[src/rtl/fft_stream_pkg.sv]
// Shared types and constants for the FFT sample streamer and its capture side.
// Holds the run FSM states and the AXI4-Stream data beat layout.
package fft_stream_pkg;

    typedef enum logic [2:0] {
        S_IDLE,
        S_CFG,
        S_STREAM,
        S_FLUSH,
        S_DONE
    } state_e;

    localparam int DEF_FRAME_LEN = 8192;
    localparam logic [7:0] DEF_CFG_WORD = 8'h01;

    localparam int RE_LSB = 0;
    localparam int RE_MSB = 31;
    localparam int IM_LSB = 32;
    localparam int IM_MSB = 63;

    function automatic logic [63:0] pack_beat(input logic [31:0] re);
        logic [63:0] b;
        b = '0;
        b[RE_MSB:RE_LSB] = re;
        b[IM_MSB:IM_LSB] = '0;
        return b;
    endfunction

endpackage

[src/rtl/fft_sample_streamer_if.sv]
// Control, sample memory and AXI4-Stream signals of the FFT sample streamer.
// master = streamer side, slave = memory / FFT core / controller side.
interface fft_sample_streamer_if #(
    parameter int ADDR_W   = 16,
    parameter int SAMPLE_W = 16
);
    logic                start;
    logic [7:0]          num_frames;
    logic                busy;
    logic                done;
    logic                mem_en;
    logic [ADDR_W-1:0]   mem_addr;
    logic [SAMPLE_W-1:0] mem_rdata;
    logic [7:0]          m_axis_config_tdata;
    logic                m_axis_config_tvalid;
    logic                m_axis_config_tready;
    logic [63:0]         m_axis_data_tdata;
    logic                m_axis_data_tvalid;
    logic                m_axis_data_tready;
    logic                m_axis_data_tlast;

    modport master (
        input  start, num_frames, mem_rdata,
        input  m_axis_config_tready, m_axis_data_tready,
        output busy, done, mem_en, mem_addr,
        output m_axis_config_tdata, m_axis_config_tvalid,
        output m_axis_data_tdata, m_axis_data_tvalid,
        output m_axis_data_tlast
    );

    modport slave (
        output start, num_frames, mem_rdata,
        output m_axis_config_tready, m_axis_data_tready,
        input  busy, done, mem_en, mem_addr,
        input  m_axis_config_tdata, m_axis_config_tvalid,
        input  m_axis_data_tdata, m_axis_data_tvalid,
        input  m_axis_data_tlast
    );
endinterface

[src/rtl/axis_skid_fifo2.sv]
// Two-entry registered FIFO with a one-bit sideband per entry.
// Overflow is prevented by the caller's read-credit accounting.
module axis_skid_fifo2 #(
    parameter int W = 32
) (
    input  logic         ap_clk,
    input  logic         ap_rst_n,
    input  logic         i_push,
    input  logic [W-1:0] i_data,
    input  logic         i_last,
    input  logic         i_pop,
    output logic [1:0]   o_count,
    output logic [W-1:0] o_head,
    output logic         o_last
);
    logic [W-1:0] r_data [2];
    logic [1:0]   r_last;
    logic         r_rd;
    logic         r_wr;
    logic [1:0]   r_count;

    always_ff @(posedge ap_clk or negedge ap_rst_n) begin
        if (!ap_rst_n) begin
            r_data[0] <= '0;
            r_data[1] <= '0;
            r_last    <= '0;
            r_rd      <= 1'b0;
            r_wr      <= 1'b0;
            r_count   <= '0;
        end else begin
            if (i_push) begin
                r_data[r_wr] <= i_data;
                r_last[r_wr] <= i_last;
                r_wr         <= ~r_wr;
            end
            if (i_pop) begin
                r_rd <= ~r_rd;
            end
            if (i_push && !i_pop) begin
                r_count <= r_count + 2'd1;
            end else if (!i_push && i_pop) begin
                r_count <= r_count - 2'd1;
            end
        end
    end

    assign o_count = r_count;
    assign o_head  = r_data[r_rd];
    assign o_last  = r_last[r_rd];
endmodule

[src/rtl/fft_sample_streamer.sv]
// Streams sample memory into the FFT core data port after one config beat.
// Reads are credit-limited so the 2-entry FIFO absorbs any back-pressure.
module fft_sample_streamer
    import fft_stream_pkg::*;
#(
    parameter int         FRAME_LEN = DEF_FRAME_LEN,
    parameter int         SAMPLE_W  = 16,
    parameter int         ADDR_W    = 16,
    parameter logic [7:0] CFG_WORD  = DEF_CFG_WORD
) (
    input logic ap_clk,
    input logic ap_rst_n,
    fft_sample_streamer_if.master bus
);
    localparam int CNT_W = $clog2(FRAME_LEN);

    state_e              r_state;
    state_e              w_next;
    logic [ADDR_W-1:0]   r_addr;
    logic [ADDR_W-1:0]   r_last_addr;
    logic [CNT_W-1:0]    r_beat_cnt;
    logic                r_rd_pend;
    logic                r_rd_last;
    logic                w_start_ok;
    logic                w_cfg_valid;
    logic                w_cfg_hs;
    logic                w_room;
    logic                w_issue;
    logic                w_last_rd;
    logic                w_valid;
    logic                w_pop;
    logic                w_head_last;
    logic [1:0]          w_count;
    logic [31:0]         w_head_re;
    logic [31:0]         w_push_re;
    logic signed [SAMPLE_W-1:0] w_sample;

    assign w_start_ok  = (r_state == S_IDLE) && bus.start;
    assign w_cfg_valid = (r_state == S_CFG);
    assign w_cfg_hs    = w_cfg_valid && bus.m_axis_config_tready;
    assign w_valid     = (w_count != 2'd0);
    assign w_pop       = w_valid && bus.m_axis_data_tready;
    assign w_last_rd   = (r_addr == r_last_addr);

    // Occupancy plus the read in flight, minus this cycle's pop, must stay below 2.
    assign w_room  = (3'(w_count) + 3'(r_rd_pend) - 3'(w_pop)) < 3'd2;
    assign w_issue = (r_state == S_STREAM) && w_room;

    assign w_sample  = bus.mem_rdata;
    assign w_push_re = {{(32-SAMPLE_W){w_sample[SAMPLE_W-1]}}, w_sample};

    always_comb begin
        w_next = r_state;
        unique case (r_state)
            S_IDLE: begin
                if (bus.start) begin
                    w_next = (bus.num_frames == 8'd0) ? S_DONE : S_CFG;
                end
            end
            S_CFG:    if (w_cfg_hs) w_next = S_STREAM;
            S_STREAM: if (w_issue && w_last_rd) w_next = S_FLUSH;
            S_FLUSH:  if (w_pop && w_head_last) w_next = S_DONE;
            S_DONE:   w_next = S_IDLE;
            default:  w_next = S_IDLE;
        endcase
    end

    always_ff @(posedge ap_clk or negedge ap_rst_n) begin
        if (!ap_rst_n) begin
            r_state     <= S_IDLE;
            r_addr      <= '0;
            r_last_addr <= '0;
            r_beat_cnt  <= '0;
            r_rd_pend   <= 1'b0;
            r_rd_last   <= 1'b0;
        end else begin
            r_state   <= w_next;
            r_rd_pend <= w_issue;
            r_rd_last <= w_issue && w_last_rd;
            if (w_start_ok) begin
                r_addr      <= '0;
                r_last_addr <= ADDR_W'(32'(bus.num_frames) * FRAME_LEN - 1);
                r_beat_cnt  <= '0;
            end else begin
                if (w_issue && !w_last_rd) begin
                    r_addr <= r_addr + ADDR_W'(1);
                end
                if (w_pop) begin
                    r_beat_cnt <= r_beat_cnt + CNT_W'(1);
                end
            end
        end
    end

    axis_skid_fifo2 #(.W(32)) u_fifo (
        .ap_clk   (ap_clk),
        .ap_rst_n (ap_rst_n),
        .i_push   (r_rd_pend),
        .i_data   (w_push_re),
        .i_last   (r_rd_last),
        .i_pop    (w_pop),
        .o_count  (w_count),
        .o_head   (w_head_re),
        .o_last   (w_head_last)
    );

    assign bus.busy                 = (r_state != S_IDLE);
    assign bus.done                 = (r_state == S_DONE);
    assign bus.mem_en               = w_issue;
    assign bus.mem_addr             = r_addr;
    assign bus.m_axis_config_tvalid = w_cfg_valid;
    assign bus.m_axis_config_tdata  = w_cfg_valid ? CFG_WORD : 8'h00;
    assign bus.m_axis_data_tvalid   = w_valid;
    assign bus.m_axis_data_tdata    = pack_beat(w_head_re);
    assign bus.m_axis_data_tlast    = w_valid && (r_beat_cnt == CNT_W'(FRAME_LEN - 1));
endmodule

[src/flat_wrapper.sv]
// flat-port wrapper written by rule: the top's interface ports become plain ports
module fft_sample_streamer_flat import fft_stream_pkg::*;
#(
    parameter int         FRAME_LEN = DEF_FRAME_LEN,
    parameter int         SAMPLE_W  = 16,
    parameter int         ADDR_W    = 16,
    parameter logic [7:0] CFG_WORD  = DEF_CFG_WORD
)
  (ap_clk, ap_rst_n, bus_start, bus_num_frames, bus_mem_rdata, bus_m_axis_config_tready, bus_m_axis_data_tready, bus_busy, bus_done, bus_mem_en, bus_mem_addr, bus_m_axis_config_tdata, bus_m_axis_config_tvalid, bus_m_axis_data_tdata, bus_m_axis_data_tvalid, bus_m_axis_data_tlast);
  fft_sample_streamer_if #(.ADDR_W(ADDR_W), .SAMPLE_W(SAMPLE_W)) bus_i ();
  input logic ap_clk;
  input logic ap_rst_n;
  input wire logic [$bits(bus_i.start)-1:0] bus_start;
  input wire logic [$bits(bus_i.num_frames)-1:0] bus_num_frames;
  input wire logic [$bits(bus_i.mem_rdata)-1:0] bus_mem_rdata;
  input wire logic [$bits(bus_i.m_axis_config_tready)-1:0] bus_m_axis_config_tready;
  input wire logic [$bits(bus_i.m_axis_data_tready)-1:0] bus_m_axis_data_tready;
  output wire logic [$bits(bus_i.busy)-1:0] bus_busy;
  output wire logic [$bits(bus_i.done)-1:0] bus_done;
  output wire logic [$bits(bus_i.mem_en)-1:0] bus_mem_en;
  output wire logic [$bits(bus_i.mem_addr)-1:0] bus_mem_addr;
  output wire logic [$bits(bus_i.m_axis_config_tdata)-1:0] bus_m_axis_config_tdata;
  output wire logic [$bits(bus_i.m_axis_config_tvalid)-1:0] bus_m_axis_config_tvalid;
  output wire logic [$bits(bus_i.m_axis_data_tdata)-1:0] bus_m_axis_data_tdata;
  output wire logic [$bits(bus_i.m_axis_data_tvalid)-1:0] bus_m_axis_data_tvalid;
  output wire logic [$bits(bus_i.m_axis_data_tlast)-1:0] bus_m_axis_data_tlast;
  assign bus_i.start = bus_start;
  assign bus_i.num_frames = bus_num_frames;
  assign bus_i.mem_rdata = bus_mem_rdata;
  assign bus_i.m_axis_config_tready = bus_m_axis_config_tready;
  assign bus_i.m_axis_data_tready = bus_m_axis_data_tready;
  assign bus_busy = bus_i.busy;
  assign bus_done = bus_i.done;
  assign bus_mem_en = bus_i.mem_en;
  assign bus_mem_addr = bus_i.mem_addr;
  assign bus_m_axis_config_tdata = bus_i.m_axis_config_tdata;
  assign bus_m_axis_config_tvalid = bus_i.m_axis_config_tvalid;
  assign bus_m_axis_data_tdata = bus_i.m_axis_data_tdata;
  assign bus_m_axis_data_tvalid = bus_i.m_axis_data_tvalid;
  assign bus_m_axis_data_tlast = bus_i.m_axis_data_tlast;
  fft_sample_streamer #(.FRAME_LEN(FRAME_LEN), .SAMPLE_W(SAMPLE_W), .ADDR_W(ADDR_W), .CFG_WORD(CFG_WORD)) u_core (.ap_clk(ap_clk), .ap_rst_n(ap_rst_n), .bus(bus_i));
endmodule
[config.mk]
export PLATFORM = sky130hd
export DESIGN_NAME = fft_sample_streamer_flat
export DESIGN_NICKNAME = d
export VERILOG_FILES = /design/src/rtl/fft_stream_pkg.sv /design/src/rtl/fft_sample_streamer_if.sv /design/src/rtl/axis_skid_fifo2.sv /design/src/rtl/fft_sample_streamer.sv /design/src/flat_wrapper.sv
export SDC_FILE = /design/constraint.sdc
export NUM_CORES = 1
export LEC_CHECK = 0
export BUFFER_PORTS_ARGS = -buffer_cell sky130_fd_sc_hd__buf_4
export CAP_MARGIN = 25
export CORE_MARGIN = 4
export CORE_UTILIZATION = 47
export CTS_CLUSTER_SIZE = 8
export DETAILED_ROUTE_END_ITERATION = 8
export GPL_TIMING_DRIVEN = 0
export PLACE_DENSITY = 0.74
export SLEW_MARGIN = 0
export SYNTH_ARGS = -nofsm -noshare
export SYNTH_HDL_FRONTEND = slang
export SYNTH_SLANG_ARGS = --single-unit
[constraint.sdc]
create_clock -name ap_clk -period 3.24 [get_ports ap_clk]
set_clock_uncertainty 0.2 [all_clocks]
set_input_delay 0.648 -clock ap_clk [delete_from_list [all_inputs] [get_ports ap_clk]]
set_output_delay 0.648 -clock ap_clk [all_outputs]
set_load 0.02 [all_outputs]
==> flow_metrics.tcl <==
set metrics [dict create \
    status "finished with violations" \
    violations "negative setup slack" \
    rr_worst_depth 12 \
    clock-sinks 76 \
    fin_crit_sh_pct 101.5 \
    synth-seq-area-share_pct 45.73 \
    final_nets 563 \
    io_buffers 83 \
    ys_warn_count 0 \
    finalMaxSlewViolations 0 \
    netlist_area_um2 4159 \
    place_hpwl_um 6254 \
    synth_cell_type_count 44 \
    wl_per_cell_um 13.73 \
    finalSetupViolCount 1 \
    clock.fmax_mhz 304.1 \
    areaGrowthSynthToFinish_pct 30.66 \
    layout_setup_ws_ns -0.04888 \
    finalWeightedCongestion 0.8302 \
    final_core_util_pct 62.62 \
    ant_nets 0 \
    grt_overflow_total 0 \
    grt_max_degree 77 \
    ctsLongestPathBuffers 2 \
    cts_tree "done" \
    drt_iter0_markers 97 \
    grt_pass1_wl_um 14080 \
    min_from "u_core.r_rd_last" \
    antenna_found_initial 0 \
    grtUsageTotal_pct 16.95 \
    synthCells 385 \
    critPathCaptureType "output pin" \
    power.static_leakage_nw 2.600 \
    finalHoldViolations 0 \
    cp.arrival_ns 2.44 \
    cts_root_buffer "clkbuf_8" \
    reg2reg_from "u_core.u_fifo.o_count[1]" \
    maxCapViolCount 0 \
    rows 34 \
    final_common_cell "buf_4" \
    critical_path.max_fanout 3 \
    cts_made_buffers 9 \
    insertedDiodeCount 0 \
    rsz0062_at_grt "yes" \
    grtUsageMet1_pct 23.16 \
    ios 123 \
    die_h_um 102.1 \
    syn_area_per_cell_um2 10.80 \
    fin_tns_setup_ns -0.04888 \
    die_area_um2 10420 \
    min_path_cells 1 \
    place_inst 614 \
    final_cell_mix "150 x buf_4, 74 x dfrtp_1, 50 x mux2_2" \
    drc_errors 0 \
    met2_usage_pct 27.04 \
    tightest_slew_ns 0.7183 \
    min_period_ns 3.289 \
    r2r_slack_ns 0.09 \
    crit_type "reg -> out" \
    grt_use_met3_pct 4.505 \
    ir_worst_vdd_mv 0.4675 \
    layout-drive-gt1-share_pct 44.65 \
    coreArea_um2 8678 \
    routed_wirelength_um 8804 \
    viasPerCell 4.906 \
    dr.pass1.iters 4 \
    holdPathEnd "u_core.u_fifo.r_last[0]" \
    num_vias 3145 \
    die_w_um 102.1 \
    relSlewSlack_pct 51.94 \
    htree_levels 3 \
    reg2reg_to "u_core.bus.mem_addr[12]" \
    busiest_layer "met2" \
    clk_latency_ns 0.35 \
    final_cells 641 \
    synth-seq-cells 76 \
    power.density_nw_per_um2 863.7 \
    required_ns 2.39 \
    startpoint_type "flip-flop" \
    grt_pass1_vias 2935 \
    initial_core_util_pct 47.92 \
    worstHoldPathType "reg -> reg" \
    clk_pin_slew_ns 0.09 \
]
-- worst max-delay path: stages, from the launching register on --
cell and delay, ns:
dfrtp_2 0.44, o21ai_4 0.20, ha_4 0.23, nand2b_4 0.13, fa_1 0.53, nand4bb_4 0.11
or2_4 0.29, clkinv_8 0.06, buf_8 0.10
-- cell type report --
type | instances | area (um2)
repair buffers | 96 | 754.5
well taps | 108 | 135.1
clock inverters | 7 | 62.56
flip-flops and latches | 76 | 1904
plain buffers | 67 | 480.5
multi-input cells | 269 | 1922
inverters | 9 | 51.30
fillers | 730 | 3244
clock buffers | 9 | 123.9
-- kinds of logic after synthesis --
| logic type | share of synthesized area [%] |
|---|---|
| simple gates | 14.95 |
| buf+inv | 12.73 |
| flops | 45.73 |
| mux | 14.02 |
| compound gates | 5.656 |
| xor+xnor | 4.844 |
| fa+ha+maj | 1.986 |
| other cells | 0.09017 |
-- per-layer routing --
layer / share of wire, % / routed length (um) / vias up
li1: - / - / 1544
met1: 44 / 3878 / 1509
met2: 49 / 4276 / 82
met3: 6.4 / 563 / 10
met4: 0.97 / 85 / 0
met5: 0 / 0 / -
-- state kept, by name (all words and copies together) (netlist names) --
name / cells
u_core.bus.mem_addr: 16
u_core.r_state: 3
u_core.r_beat_cnt: 13
u_core.r_last_addr: 4
u_core.u_fifo.r_wr: 1
u_core.u_fifo.r_last: 2
u_core.r_rd_pend: 1
u_core.r_rd_last: 1
u_core.u_fifo.o_count: 2
u_core.u_fifo.r_data: 32
u_core.u_fifo.r_rd: 1
-- what timing repair did --
action | 4_1_cts | 5_1_grt
pin swaps | 4 | 4
endpoints found under the hold margin | 0 | 5
hold buffers | 0 | 1
buffers inserted | 8 | 3
gates resized for setup | 13 | 3
setup endpoints to repair | 30 | 18
-- Yosys cell counts --
library cell | n | area, um2
or2_2 | 1 | 6.260
buf_6 | 2 | 22.52
or4_1 | 5 | 37.54
ha_1 | 5 | 62.56
nand3b_1 | 2 | 15.01
and4_1 | 1 | 8.760
a31oi_1 | 1 | 6.260
inv_1 | 7 | 26.28
mux2i_1 | 2 | 20.02
buf_4 | 58 | 435.4
o21ai_1 | 3 | 15.01
o211ai_1 | 6 | 45.04
nor2_1 | 20 | 75.07
a311o_1 | 1 | 10.01
nand4bb_4 | 1 | 27.53
and3_1 | 7 | 43.79
o21ai_0 | 10 | 50.05
o2111ai_1 | 1 | 8.760
nand4_1 | 12 | 75.07
nor4b_1 | 1 | 8.760
a22oi_1 | 1 | 7.510
fa_1 | 1 | 20.02
a21oi_1 | 13 | 65.06
mux2_2 | 50 | 563.0
xor2_1 | 9 | 78.83
clkinv_2 | 1 | 5.000
xnor2_1 | 14 | 122.6
nand2_1 | 21 | 78.83
clkbuf_1 | 7 | 26.28
a211oi_2 | 1 | 12.51
and4_4 | 1 | 11.26
nand2b_1 | 2 | 12.51
o31ai_1 | 2 | 15.01
nor4_4 | 1 | 21.27
nor3_1 | 7 | 35.03
inv_2 | 1 | 3.750
buf_2 | 2 | 10.01
conb_1 | 1 | 3.750
or2_4 | 1 | 8.760
dfrtp_1 | 76 | 1902
nand3_1 | 10 | 50.05
nor4_1 | 5 | 31.28
and2_1 | 3 | 18.77
or3_1 | 9 | 56.30
-- per-stage QoR --
step	hold WS, ns	instance area (um2)	setup slack (ns)	power (W)
final	0.3007	5434	-0.04888	0.004694
after global placement	0.2773	5064	-0.3523	0.003809
after global routing	0.2962	5434	-0.1224	0.005003
after detailed placement	0.2863	5064	-0.3623	0.003870
after CTS	0.2679	5363	-0.08963	0.004706
after floorplan	0.1524	4305	0.04193	0.003062
-- how the worst max path moves through the flow --
stage                                   from  cells after the start  slack [ns]    endpoint
finish              u_core.u_fifo.o_count[1]                      8       -0.05  bus_mem_en
floorplan             bus_m_axis_data_tready                      8        0.04  bus_mem_en
global placement      bus_m_axis_data_tready                     10       -0.35  bus_mem_en
global route        u_core.u_fifo.o_count[1]                      8       -0.12  bus_mem_en
detailed placement    bus_m_axis_data_tready                     10       -0.36  bus_mem_en
CTS                 u_core.u_fifo.o_count[0]                      8       -0.09  bus_mem_en
-- power by group --
| part | total, W | switching, W | internal, W |
|---|---|---|---|
| combinational | 0.00254 | 0.00124 | 0.00130 |
| clock | 0.000688 | 0.000392 | 0.000295 |
| sequential | 0.00147 | 0.000215 | 0.00125 |
Power figures use the tool's default switching activity.
